**config.mk**
```make
export PLATFORM = sky130hd
export DESIGN_NAME = conv1_window_feeder
export DESIGN_NICKNAME = d
export VERILOG_FILES = /design/src/rtl/conv1_window_feeder.sv
export SDC_FILE = /design/constraint.sdc
export NUM_CORES = 1
export LEC_CHECK = 0
export CORE_UTILIZATION = 52
export DETAILED_ROUTE_END_ITERATION = 8
export PLACE_DENSITY = 0.79
export SLEW_MARGIN = 20
export SYNTH_ARGS = -nofsm -noshare
export SYNTH_HDL_FRONTEND = slang
export SYNTH_SLANG_ARGS = --single-unit
```
**constraint.sdc**
```tcl
create_clock -name clk -period 2.7 [get_ports clk]
set_clock_uncertainty 0.2 [all_clocks]
set_input_delay 0.27 -clock clk [delete_from_list [all_inputs] [get_ports clk]]
set_output_delay 0.27 -clock clk [all_outputs]
set_load 0.01 [all_outputs]
```
**src/rtl/conv1_window_feeder.sv**
```systemverilog
// Sliding-window feeder for the layer-1 convolution. It frames FRAME_LEN samples per start
// and presents each TAPS-wide window with a valid/ready handshake.
module conv1_window_feeder #(
    parameter int unsigned DATA_W    = 8,
    parameter int unsigned TAPS      = 5,
    parameter int unsigned FRAME_LEN = 187
) (
    input  logic                     clk,
    input  logic                     rst,
    input  logic                     start,
    input  logic                     s_valid,
    input  logic [DATA_W-1:0]        s_data,
    output logic                     s_ready,
    output logic                     win_valid,
    input  logic                     win_ready,
    output logic [TAPS*DATA_W-1:0]   win_data,
    output logic                     conv_en,
    output logic [7:0]               win_idx,
    output logic                     busy,
    output logic                     frame_done
);

    localparam int unsigned CntW = $clog2(FRAME_LEN + 1);
    localparam int unsigned WinW = TAPS * DATA_W;

    typedef enum logic [1:0] {StIdle, StFill, StRun, StFlush} state_e;

    state_e          state_q, state_d;
    logic [CntW-1:0] cnt_q, cnt_d;
    logic [WinW-1:0] shreg_q, shreg_d;
    logic [WinW-1:0] shifted;
    logic            win_valid_q, win_valid_d;
    logic [WinW-1:0] win_data_q, win_data_d;
    logic [7:0]      win_idx_q, win_idx_d;
    logic            done_q, done_d;
    logic            in_stream;
    logic            accept;
    logic            fire;

    // Oldest tap sits in the low bits; each new sample enters at the top.
    assign shifted   = {s_data, shreg_q[WinW-1:DATA_W]};

    assign in_stream = (state_q == StFill) || (state_q == StRun);
    assign s_ready   = in_stream && (!win_valid_q || win_ready);
    assign accept    = s_valid && s_ready;
    assign fire      = win_valid_q && win_ready;

    always_comb begin
        state_d     = state_q;
        cnt_d       = cnt_q;
        shreg_d     = shreg_q;
        win_valid_d = win_valid_q;
        win_data_d  = win_data_q;
        win_idx_d   = win_idx_q;
        done_d      = 1'b0;

        if (fire) begin
            win_valid_d = 1'b0;
            win_idx_d   = win_idx_q + 8'd1;
        end

        // A load in the same cycle as a fire keeps the window valid with fresh data.
        if (accept) begin
            shreg_d = shifted;
            cnt_d   = cnt_q + CntW'(1);
            if (state_q == StRun) begin
                win_data_d  = shifted;
                win_valid_d = 1'b1;
            end
        end

        unique case (state_q)
            StIdle: begin
                if (start) begin
                    state_d = StFill;
                    cnt_d   = '0;
                    shreg_d = '0;
                end
            end
            StFill: begin
                if (accept && (cnt_q == CntW'(TAPS - 2))) begin
                    state_d = StRun;
                end
            end
            StRun: begin
                if (accept && (cnt_q == CntW'(FRAME_LEN - 1))) begin
                    state_d = StFlush;
                end
            end
            StFlush: begin
                if (fire) begin
                    state_d   = StIdle;
                    done_d    = 1'b1;
                    win_idx_d = '0;
                end
            end
            default: state_d = StIdle;
        endcase
    end

    always_ff @(posedge clk or negedge rst) begin
        if (!rst) begin
            state_q     <= StIdle;
            cnt_q       <= '0;
            shreg_q     <= '0;
            win_valid_q <= 1'b0;
            win_data_q  <= '0;
            win_idx_q   <= '0;
            done_q      <= 1'b0;
        end else begin
            state_q     <= state_d;
            cnt_q       <= cnt_d;
            shreg_q     <= shreg_d;
            win_valid_q <= win_valid_d;
            win_data_q  <= win_data_d;
            win_idx_q   <= win_idx_d;
            done_q      <= done_d;
        end
    end

    assign win_valid  = win_valid_q;
    assign win_data   = win_data_q;
    assign win_idx    = win_idx_q;
    assign conv_en    = fire;
    assign busy       = (state_q != StIdle);
    assign frame_done = done_q;

endmodule

```
==> flow_metrics.tcl <==
set metrics [dict create \
    final_nets 425 \
    cts_hold_buf 1 \
    io_pins 66 \
    root_buffer "clkbuf_8" \
    hold_viol 0 \
    synth_top_family_by_area "multiplexers" \
    crit_type "reg2out" \
    path_cells "inv_1, ha_1, and2_1, clkdlybuf4s50_1" \
    grtUsageTotal_pct 20.9 \
    seqPwrFrac_pct 41.2 \
    r2r-start "state_q[1]" \
    grt_overflow 0 \
    synth.distinct_cells 25 \
    avgSynthCellArea_sq_um 11.3 \
    fin_setup_tns_ns 0 \
    max_cap_viol_count 0 \
    post-cts-setup-buffers 0 \
    setup_viol 0 \
    p_int_mw 3.66 \
    drtAntennaViolNets 0 \
    dp_hpwl_um 4620 \
    final_common_cell "dfrtp_1" \
    powerDensity_nw_per_um2 1150 \
    required_ns 2.23 \
    rows 30 \
    stdcell_count 504 \
    slew_headroom_pct 67.9 \
    slew_violations 0 \
    arrival_ns 1.86 \
    reg2reg_slack_ns 0.44 \
    status "completed" \
    clkSinkCount 92 \
    drt_wl_total_um 7210 \
    crit_path_end_kind "primary output" \
    cts_tree "built" \
    drc_errors 0 \
    grt_pass1_wl_um 12100 \
    drt_first_pass_iters 4 \
    cts_made_buffers 9 \
    synthTopCellsByArea "dfrtp_1 (60%), mux2_2 (12%), nand2_1 (7.6%)" \
    worstMarginPinSlew_ns 0.481 \
    synthesis.area_sq_um 3810 \
    fin_util_pct 69.3 \
    antenna_found_initial 0 \
    max_stage_delay_ns 0.53 \
    rr_endpoint "state_q[1]" \
    ys.warnings.count 0 \
    fmax_mhz 430 \
    fp.coreArea_sq_um 6940 \
    rsz0062_at_grt "no" \
    cp_max_fo 4 \
    finalPower_mw 5.54 \
    start_util_pct 54.8 \
    crit_path_top_delay_cell "clkdlybuf4s50_1" \
    dp.cells 487 \
    clk_pin_slew_worst_paths_ns 0.09 \
    dr_total_vias 2611 \
    cts_max_level 3 \
    peakVddDrop_mv 0.496 \
    clkPwrFrac_pct 18.8 \
    yosysTopAreaCellShare_pct 60.5 \
    synth-seq-cells 92 \
    pwr-share-comb_pct 39.9 \
    min_path_type "in2async" \
    first_iter_violations 136 \
    layout_common_cells "dfrtp_1 (92), nand2_1 (76), clkdlybuf4s50_1 (64)" \
    post-synth-top-area-cell "dfrtp_1" \
    ys_seq_area_share_pct 60.5 \
    r2r_cells 6 \
    fin_crit_ns 2.33 \
    fin_crit_sh_pct 86.2 \
    syn_to_final_growth_pct 26.5 \
    viasPerCell 5.18 \
    synth-simple-area-share_pct 13.0 \
    synth_nets 359 \
    die-area_sq_um 7670 \
    clock_latency_ns 0.35 \
    gp_congestion 0.822 \
    ctsResizeCount 0 \
    antenna_cells 0 \
    synth_cells 337 \
    grt_max_degree 93 \
    drive_above_1_share_pct 16.2 \
    wl_per_cell_um 14.3 \
    synth_mux_area_share_pct 13.2 \
    p_sw_mw 1.87 \
    seqCellArea_sq_um 2300 \
    synth_compound_area_share_pct 5.92 \
    synthAdderAreaFrac_pct 2.96 \
    chipHeight_um 87.6 \
    nFillCells 509 \
    synth_xor_area_share_pct 1.84 \
    switching_share_pct 33.8 \
    grt_pass1_vias 2521 \
    p_leak_nw 2.24 \
    die_width_um 87.6 \
    io_buffers 65 \
    clk_path_buf_depth 2 \
    setup.worst_path.start_class "register" \
    multi_input_area_sq_um 1410 \
]
-- power groups by stage --
stage	logic [mW]	registers [mW]	clock network [mW]
2_1_floorplan	1.10	2.37	0
3_3_place_gp	2.16	2.29	0
3_5_place_dp	2.23	2.31	0
4_1_cts	2.24	2.29	1.06
5_1_grt	2.43	2.35	1.13
6_report	2.21	2.28	1.04
-- metrics by stage --
| step | setup slack [ns] | area (sq um) | hold WS (ns) |
|---|---|---|---|
| 3_3_place_gp | 0.393 | 4570 | 0.152 |
| 3_5_place_dp | 0.344 | 4570 | 0.151 |
| 5_1_grt | 0.294 | 4810 | 0.278 |
| 2_1_floorplan | 0.634 | 3810 | -0.226 |
| 4_1_cts | 0.360 | 4810 | 0.267 |
| 6_report | 0.372 | 4810 | 0.277 |
-- cell usage after synthesis --
| library cell | count |
|---|---|
| nand2_1 | 77 |
| and3_1 | 6 |
| o21ai_0 | 7 |
| nor2_1 | 13 |
| nand3_1 | 4 |
| clkbuf_1 | 9 |
| ha_1 | 9 |
| mux2_2 | 41 |
| nand2b_1 | 2 |
| xnor2_1 | 1 |
| dfrtp_1 | 92 |
| and2_1 | 4 |
| xor2_1 | 7 |
| nor4_1 | 1 |
| a221o_1 | 1 |
| or3_1 | 2 |
| nor3_1 | 1 |
| a21oi_1 | 36 |
| buf_2 | 7 |
| inv_1 | 5 |
| nand4_1 | 6 |
| mux2_1 | 1 |
| mux2i_1 | 3 |
| buf_4 | 1 |
| inv_2 | 1 |
-- state kept, by name, indices dropped and copies added (netlist names), named ones only --
register,cells
cnt_q,8
frame_done,1
shreg_q,32
state_q,2
win_data,40
win_idx,2
win_valid,1
-- cell type report --
cell class	count	share of cell area, %
repair buffers	72	15.1
inverters	6	0.468
multi-input cells	222	29.2
flip-flops and latches	92	47.8
clock inverters	6	2.00
clock buffers	10	2.86
well taps	96	2.49
-- worst max path at each step --
stage / from / end
3_3_place_gp: win_ready / state_q[1]
4_1_cts: state_q[1] / s_ready
3_5_place_dp: win_ready / state_q[1]
6_report: state_q[1] / s_ready
2_1_floorplan: state_q[0] / state_q[1]
5_1_grt: state_q[1] / s_ready
-- cell families (layout without fill, tap and decap cells) --
family | after synthesis | count (layout)
AO/OA/AOI/OAI | 44 | 44
XOR/XNOR | 8 | 8
adder cells (fa/ha/maj) | 9 | 9
buffers and inverters | 23 | 94
flip-flops | 92 | 92
multiplexers | 45 | 45
AND/OR/NAND/NOR | 116 | 116
-- critical path: cells and delay by family, from the launching register on --
family                     cells  cell delay (ns)
and+or+nand+nor                1             0.14
DFF                            1             0.41
buffers and inverters          2             0.63
adders and majority gates      1             0.34
-- per-layer routing --
metal / vias to the layer above / GRT usage, % / routed length (um)
li1: 1260 / - / -
met1: 1277 / 29.3 / 3320
met2: 64 / 31.4 / 3480
met3: 10 / 4.52 / 283
met4: 0 / 9.99 / 123
met5: - / 0 / 0
Note: power is estimated with default switching activity, not from simulation.
